### src/rtl/rrat_nway.sv
// Retirement RAT: committed arch->phys map with N_WAY in-order commits per cycle.
// Optional superseded-PRN release outputs are built only with RRAT_FREE_OUT_EN.
module rrat_nway #(
    parameter int N_WAY     = 3,
    parameter int ARF_SIZE  = 32,
    parameter int PRF_SIZE  = 64,
    parameter int ZERO_REG  = 31,
    parameter int ARF_WIDTH = $clog2(ARF_SIZE),
    parameter int PRF_WIDTH = $clog2(PRF_SIZE),
    parameter int CNT_WIDTH = 32
) (
    input  logic                          clk,
    input  logic                          rst_n,
    input  logic [N_WAY-1:0]              commit_valid_i,
    input  logic [N_WAY*ARF_WIDTH-1:0]    commit_arn_i,
    input  logic [N_WAY*PRF_WIDTH-1:0]    commit_prn_i,
    output logic [N_WAY-1:0]              free_valid_o,
    output logic [N_WAY*PRF_WIDTH-1:0]    free_prn_o,
    output logic [CNT_WIDTH-1:0]          retired_cnt_o,
    output logic [ARF_SIZE*PRF_WIDTH-1:0] rrat_table_o
);

    localparam logic [ARF_WIDTH-1:0] ZERO_ARN = ARF_WIDTH'(ZERO_REG);

    logic [ARF_SIZE-1:0][PRF_WIDTH-1:0] table_q, table_d;
    logic [CNT_WIDTH-1:0]               retired_cnt_q, retired_cnt_d;
    logic [N_WAY-1:0][ARF_WIDTH-1:0]    arn;
    logic [N_WAY-1:0][PRF_WIDTH-1:0]    prn;
    logic [N_WAY-1:0]                   eff;

    assign arn = commit_arn_i;
    assign prn = commit_prn_i;

    always_comb begin
        eff = '0;
        for (int i = 0; i < N_WAY; i++) begin
            eff[i] = commit_valid_i[i] && (arn[i] != ZERO_ARN);
        end
    end

    // Ascending way order: the youngest same-ARN writer lands last and wins.
    always_comb begin
        table_d = table_q;
        for (int i = 0; i < N_WAY; i++) begin
            if (eff[i]) begin
                table_d[arn[i]] = prn[i];
            end
        end
        table_d[ZERO_REG] = PRF_WIDTH'(ZERO_REG);
    end

    always_comb begin
        retired_cnt_d = retired_cnt_q;
        for (int i = 0; i < N_WAY; i++) begin
            retired_cnt_d = retired_cnt_d + CNT_WIDTH'(commit_valid_i[i]);
        end
    end

    always_ff @(posedge clk) begin
        if (!rst_n) begin
            for (int a = 0; a < ARF_SIZE; a++) begin
                table_q[a] <= PRF_WIDTH'(a);
            end
            retired_cnt_q <= '0;
        end else begin
            table_q       <= table_d;
            retired_cnt_q <= retired_cnt_d;
        end
    end

    assign rrat_table_o  = table_q;
    assign retired_cnt_o = retired_cnt_q;

`ifdef RRAT_FREE_OUT_EN
    logic [N_WAY-1:0]                free_valid_q, free_valid_d;
    logic [N_WAY-1:0][PRF_WIDTH-1:0] free_prn_q, free_prn_d;

    // Nearest older same-ARN way shadows the pre-update table entry.
    always_comb begin
        free_valid_d = eff;
        free_prn_d   = '0;
        for (int i = 0; i < N_WAY; i++) begin
            if (eff[i]) begin
                free_prn_d[i] = table_q[arn[i]];
                for (int j = 0; j < i; j++) begin
                    if (eff[j] && (arn[j] == arn[i])) begin
                        free_prn_d[i] = prn[j];
                    end
                end
            end
        end
    end

    always_ff @(posedge clk) begin
        if (!rst_n) begin
            free_valid_q <= '0;
            free_prn_q   <= '0;
        end else begin
            free_valid_q <= free_valid_d;
            free_prn_q   <= free_prn_d;
        end
    end

    assign free_valid_o = free_valid_q;
    assign free_prn_o   = free_prn_q;
`else
    assign free_valid_o = '0;
    assign free_prn_o   = '0;
`endif

endmodule

### config.mk
export PLATFORM = sky130hd
export DESIGN_NAME = rrat_nway
export DESIGN_NICKNAME = d
export VERILOG_FILES = /design/src/rtl/rrat_nway.sv
export SDC_FILE = /design/constraint.sdc
export NUM_CORES = 1
export LEC_CHECK = 0
export CELL_PAD_IN_SITES_DETAIL_PLACEMENT = 1
export CELL_PAD_IN_SITES_GLOBAL_PLACEMENT = 1
export CORE_MARGIN = 2
export CORE_UTILIZATION = 40
export DETAILED_ROUTE_END_ITERATION = 16
export PLACE_DENSITY_LB_ADDON = 0.1
export SYNTH_ARGS = -nofsm -noshare
export SYNTH_HDL_FRONTEND = slang
export SYNTH_SLANG_ARGS = --single-unit
### constraint.sdc
create_clock -name clk -period 5.1 [get_ports clk]
set_input_delay 0.51 -clock clk [delete_from_list [all_inputs] [get_ports clk]]
set_output_delay 0.51 -clock clk [all_outputs]
set_load 0.03 [all_outputs]
# Word-level counts from Yosys, hierarchy flattened
# Index checks and enable logic that the tools add are counted.
[classes]
muxes = 12
n_eq_ne = 3
reduce_logical = 6
order_cmp = 6
add_sub_neg = 3
[ops]
columns = ["op", "count"]
rows = [
  ["bitwise mux 192 bit", 3],
  ["2-to-1 mux 192 bit", 2],
  ["2-to-1 mux 186 bit", 1],
  ["adder 32 x 1 -> 32 bit", 3],
  ["demux 6 bit (select 5 bit)", 3],
  ["< comparator 5 x 6 -> 1 bit, second input constant", 3],
  ["2-to-1 mux 6 bit", 3],
  [">= comparator 5 x 1 -> 1 bit, second input constant", 3],
  ["inequality test 5 bit, second input constant", 3],
  ["logical AND 1 bit", 6],
]
[word_totals]
regBits = 224
input_bits = 38
word_cells = 63
output_inout_bits = 245

# Longest topological paths before layout
# Gate-level depths: netlist (run 1).
[logic_depth]
depth_word = 10
depth_mapped = 8
ltp_nobuf = 7

# Worst setup path before layout (run 1)
# No wires, ideal clock.
[synth_path]
path_kind = "input port to flip-flop"
from = "in commit_valid_i[0]"
to = "reg retired_cnt_q[26], in the netlist retired_cnt_o[26]"
arrival_time_ps = 2347
setup_ps = 132
required_time_ps = 4968
setup_slack_ps = 2621
cell_stages = 8
path_buffers = 1
cell_sequence = "fa_1 -> ha_1 -> fa_1 -> and4_1 -> clkbuf_1 -> nand2_1 -> o41ai_1 -> a21oi_1"
[synth_via]
elab_chain_len = 3
[synth_lines]
columns = ["item", "line_no", "text"]
rows = [
  ["start, declared", "14", "input logic [N_WAY-1:0] commit_valid_i,"],
  ["adder 32 x 1 -> 32 bit (3 in a row)", "55", "retired_cnt_d = retired_cnt_d + CNT_WIDTH'(commit_valid_i[i]);"],
  ["end signal, assigned", "67", "retired_cnt_q <= retired_cnt_d;"],
  ["end, declared", "26", "logic [CNT_WIDTH-1:0] retired_cnt_q, retired_cnt_d;"],
]
# No other way between the ends.
# A chain may end at the register's enable or synchronous reset.

# Worst setup path after layout (run 1)
[layout_path]
from = "in commit_valid_i[1]"
to = "reg retired_cnt_q[28], in the netlist retired_cnt_o[28]"
[layout_via]
elab_chain_len = 2
[layout_lines]
columns = ["item", "line_no"]
rows = [
  ["adder 32 x 1 -> 32 bit (2 in a row)", "55"],
]
# No other way between the ends.

==> results of run 1 <==
[registers in the layout (all words and copies together), names as in the netlist]
register / count
retired_cnt_o: 32
rrat_table_o: 186
[synth_stat cells, types with 4 or more instances]
cell	n
a211oi_1	116
a21oi_1	33
a221oi_1	67
and2_1	11
and3_1	111
and4_1	8
and4b_1	9
buf_1	4
buf_4	27
clkbuf_1	116
dfxtp_1	218
inv_1	5
nand2_1	170
nand2b_1	6
nand3_1	21
nand4_1	12
nand4b_1	9
nand4bb_1	5
nor2_1	203
nor2b_1	17
nor3_1	5
nor4_1	4
nor4bb_1	9
o211ai_1	12
o21ai_0	71
o221ai_1	25
o311ai_0	23
o31ai_1	9
o32ai_1	111
o41ai_1	4
or4_1	9
xnor2_1	6
xor2_1	7
[final timing paths]
path	startpoint	endpoint	cells past startpoint
max	commit_valid_i[1]	retired_cnt_o[28]	8
min	retired_cnt_o[31]	retired_cnt_o[31]	2
max reg2reg	retired_cnt_o[0]	retired_cnt_o[28]	7
min reg2reg	retired_cnt_o[31]	retired_cnt_o[31]	2
[worst max-delay path, stage by stage]
cell             delay [ps]
clkdlybuf4s50_1         740
fa_1                    690
ha_1                    220
fa_1                    280
nand4_1                 340
nor4_1                  710
nand4b_1                200
a21oi_1                 180
[metrics by stage]
stage | power, mW | std cells | utilization [%] | setup WS (ps)
3_5_place_dp | 2.512 | 2039 | 49.54 | 1317
2_1_floorplan | 2.215 | 1520 | - | 2621
3_3_place_gp | 2.499 | 2039 | 49.54 | 1520
6_report | 4.460 | 2088 | 52.57 | 1674
5_1_grt | 4.564 | 2088 | 52.57 | 1507
4_1_cts | 4.440 | 2087 | 52.56 | 1847
[logic make-up after synthesis]
logic type	after synthesis	synth area share (%)
AND/OR/NAND/NOR	624	26.17
AO/OA/AOI/OAI	478	30.11
flip-flops	218	36.42
buffers and inverters	156	5.742
XOR/XNOR	13	0.9501
adder cells (fa/ha/maj)	4	0.5429
other	2	0.06267
[power by group]
| part | internal (mW) | switching [mW] | leakage, nW |
|---|---|---|---|
| clock | 1.18 | 0.775 | 0.448 |
| combinational | 0.210 | 0.494 | 3.33 |
| sequential | 1.75 | 0.0476 | 1.77 |
[area by class of cell]
cell class                      instances  area, sq um  area share [%]
Timing Repair Buffer                  277         2678           17.23
Tap cell                              390        488.0           3.140
Inverter                                8        30.03          0.1932
Multi-Input combinational cell       1146         7083           45.58
Sequential cell                       218         4364           28.08
Clock inverter                          8        90.09          0.5797
Antenna cell                            1        2.502         0.01610
Clock buffer                           40        804.5           5.177
[per-layer routing]
| layer | part of all wire, % | GRT usage [%] | wire, um | up-vias |
|---|---|---|---|---|
| li1 | - | - | - | 6125 |
| met1 | 41 | 50.24 | 24810 | 7061 |
| met2 | 43 | 55.84 | 25750 | 999 |
| met3 | 11 | 7.775 | 6744 | 221 |
| met4 | 5.1 | 17.77 | 3056 | 0 |
| met5 | 0 | 0 | 0 | - |
==> flow_summary.toml, run 1 <==
[status]
outcome = "finished clean"

[placement]
dpl.hpwl_um = 39380
place_congestion = 0.9069
port_buffers = 255
place_area_sq_mm = 0.01464

[yosys]
synth_edf_count = 0
synth.top_cell.area_share_pct = 36.42
yosysSeqAreaShare_pct = 36.42
ys_warn_count = 0
avgSynthCellArea_sq_um = 8.016
async_reset_ff_share_pct = 0
synth_top_cells_by_area = "dfxtp_1, o32ai_1, a211oi_1"
syn_area_sq_mm = 0.01198
ys_types = 51
syn_inst = 1495
yosysTopAreaCell = "dfxtp_1"
yosys_most_used_dff = "dfxtp_1"
ys_seq_elements = 218

[power_and_ir_drop]
leakage_nw = 5.543
powerDensity_mw_per_mm2 = 287.0
vdd_drop_max_v = 0.0001822

[grt]
grt_pass1_wl_um = 88980
grt_max_degree = 46
grt_util_all_layers_pct = 37.04
antenna_found_initial = 1
grt_pass1_vias = 14180
overflow = 0

[finish]
layout-drive-gt1-share_pct = 5.009
n_fill_cell = 3509
design_area_sq_mm = 0.01554
final_nets = 1719
syn_to_final_growth_pct = 29.67
most-common-layout-cells = "clkdlybuf4s50_1, dfxtp_1, nor2_1"
final_common_cell = "clkdlybuf4s50_1"

[setup_path]
regToRegSetupSlack_ps = 2220
required_ps = 5560
cp_max_fo = 17
cp-end-kind = "flop"
crit_type = "primary input to flop"
start_kind = "primary input"
cp.arrival_ps = 3880

[cts]
cts_root_buf = "clkbuf_16"
post_cts_buffers = 0
cts_sinks = 218
clkSlewWorstSetupHoldPaths_ps = 60
clk_latency_ps = 540
cts.hold.buffers_added = 0
numCtsBuffers = 26
clockBufferDepth = 3
cts-resized-gates = 0
cts.htree.levels = 1
cts_tree = "built"

[run]
max_cap_violations = 0

[die]
fp.dieArea_sq_mm = 0.03136
placeableCoreArea_sq_mm = 0.02956
die_w_um = 177.1
rows = 63
die_h_um = 177.1
start_util_pct = 40.54
ios = 283

[routing]
ant_nets = 0
wirelength_um = 60360
drc_errors = 0
firstDrtPassIters = 5
vias = 14410
drt_iter0_drc = 1891
wl_per_cell_um = 28.91
via_per_inst = 6.899

[sta]
setup_viol_count_final = 0
finalMaxSlewViolations = 0
tns_ps = 0
relSlewSlack_pct = 13.72
fin_skew_ps = 7.427
hold_slack_ps = 484.2
min_period_over_period_pct = 67.17
max_freq_ghz = 0.2919
final_hold_viol_count = 0
min_period_ps = 3426
worstMarginPinSlew_ps = 1291
rsz0062_at_grt = "no"

[hold_path]
hold_path.class = "flop to flop"
No activity file was read; power rests on OpenSTA's default activity.
==> inputs of run 2 (changes only) <==
- CORE_UTILIZATION: 40 -> 33
- clock period: 5.1 -> 3.07 ns (I/O delays scaled with it)
==> run 2 against run 1 <==
Compared with the run above: first-iteration DRC count down 32%; utilization shrank 6.9 points; critical path depth shrank 1; highest routed layer unchanged.
==> flow_summary.toml, run 2 (same netlist as run 1, synthesis figures left out) <==
[cts]
cts_tree = "built"
clk_latency_ps = 560
clockBufferDepth = 3
clkSlewWorstSetupHoldPaths_ps = 60
numCtsBuffers = 27
cts_root_buf = "clkbuf_16"
cts.htree.levels = 1
cts.hold.buffers_added = 0
cts-resized-gates = 0
cts_sinks = 218
post_cts_buffers = 0

[setup_path]
cp_common_cell = "fa_1"
cp.arrival_ps = 3040
cp-end-kind = "flop"
crit_type = "primary input to flop"
regToRegSetupSlack_ps = 580
required_ps = 3540
reg2reg_to = "retired_cnt_o[22]"
ff2ff_path_depth = 6
cp_max_fo = 7
cp_cell_sequence = "clkdlybuf4s50_1 > fa_1 > ha_1 > fa_1 > nand4_1 > or4_1 > a21oi_1"
start_kind = "primary input"
max_stage_delay_ps = 610
r2r_start = "retired_cnt_o[0]"
cpMaxStageDelayCell = "fa_1"
startpoint = "commit_valid_i[0]"

[sta]
setup_viol_count_final = 0
max_freq_ghz = 0.3894
fin_skew_ps = 9.791
min_period_ps = 2568
min_period_over_period_pct = 83.64
rsz0062_at_grt = "no"
final_hold_viol_count = 0
finalMaxSlewViolations = 0
worstMarginPinSlew_ps = 919.8
relSlewSlack_pct = 38.59

[grt]
antenna_found_initial = 3
use_met2_pct = 49.04
top_usage_layer = "met2"
grt_pass1_vias = 14520
grt_pass1_wl_um = 93540
grt_util_met3_pct = 6.542
grt_max_degree = 46
overflow = 0
use_met1_pct = 44.30
grt_util_all_layers_pct = 32.11

[routing]
wl_per_cell_um = 28.16
ant_nets = 0
via_per_inst = 6.453
drc_errors = 0
wirelength_um = 63130
drt_iter0_drc = 1282
firstDrtPassIters = 5
vias = 14470

[finish]
syn_to_final_growth_pct = 35.93
final_common_cell = "clkdlybuf4s50_1"
seq_area_sq_mm = 0.004364
most-common-layout-cells = "clkdlybuf4s50_1, dfxtp_1, nor2_1"
final_nets = 1803
stdcell_count = 2242
layout-drive-gt1-share_pct = 8.652
design_area_sq_mm = 0.01629
largest_reg_flops = 186
multiInputGateArea_sq_mm = 0.007076
n_fill_cell = 4221

[die]
placeableCoreArea_sq_mm = 0.03566
ios = 283
die_h_um = 194.6
fp.dieArea_sq_mm = 0.03786
die_w_um = 194.6
rows = 69
start_util_pct = 33.61

[hold_path]
hold_depth = 2
holdPathEnd = "rrat_table_o[171]"
hold_path.class = "primary input to flop"
hp-start = "rst_n"

[power_and_ir_drop]
leakage_nw = 5.932
powerDensity_mw_per_mm2 = 449.3
vdd_drop_max_v = 0.0003569

[placement]
place_inst = 2193
place_congestion = 0.8980
place_area_sq_mm = 0.01546
dpl.hpwl_um = 43950
port_buffers = 255

[run]
max_cap_violations = 0

[status]
outcome = "finished clean"
## run 2: cell types whose count changed in the layout (fill, tap and decap cells not counted), sizes merged
cell / before / now
bufinv: 2 / 0
clkinv: 8 / 5
inv: 6 / 7
clkbuf: 40 / 44
clkdlybuf4s50: 247 / 254
buf: 30 / 106
## run 2: per-stage QoR
step | TNS [ps] | power (mW) | utilization [%] | setup slack, ps | hold slack [ps]
after detailed placement | -3.805 | 4.286 | 43.36 | -3.805 | 481.7
after CTS | 0 | 7.335 | 45.68 | 554.1 | 147.2
after floorplan | 0 | 3.679 | - | 702.4 | 444.2
final | 0 | 7.320 | 45.69 | 502.2 | 170.0
after global placement | 0 | 4.271 | 43.36 | 12.98 | 463.5
after global routing | 0 | 7.525 | 45.69 | 347.2 | 162.3
## run 2: final cells by class
| cell class | count | area share, % |
|---|---|---|
| diodes | 1 | 0.01536 |
| clock buffers | 44 | 4.908 |
| clock inverters | 4 | 0.1690 |
| inverters | 8 | 0.1843 |
| multi-input cells | 1146 | 43.44 |
| flip-flops and latches | 218 | 26.79 |
| well taps | 461 | 3.541 |
| repair buffers | 360 | 20.95 |
## run 2: routing by layer
| metal | vias to the layer above | share of wire, % |
|---|---|---|
| li1 | 6285 | - |
| met3 | 165 | 9.8 |
| met4 | 0 | 4.3 |
| met1 | 7185 | 43 |
| met5 | - | 0 |
| met2 | 832 | 43 |
## run 2: report_power, final
part           internal (mW)  total [mW]  switching [mW]
logic                  0.423        1.27           0.843
clock network           1.76        3.06            1.29
registers               2.91        3.00          0.0829
## run 2: critical path, delay by kind of cell
family | cells | cell delay [ps]
buffers and inverters | 1 | 580
AO/OA/AOI/OAI | 1 | 140
AND/OR/NAND/NOR | 2 | 870
adder cells (fa/ha/maj) | 3 | 1140
## run 2: worst max path at each step
stage	end	slack, ps	depth (start not counted)
after floorplan	retired_cnt_o[8]	700	8
after global placement	retired_cnt_o[12]	10	9
after detailed placement	retired_cnt_o[22]	-4	7
after CTS	retired_cnt_o[22]	550	7
after global routing	retired_cnt_o[12]	350	9
final	retired_cnt_o[22]	500	7
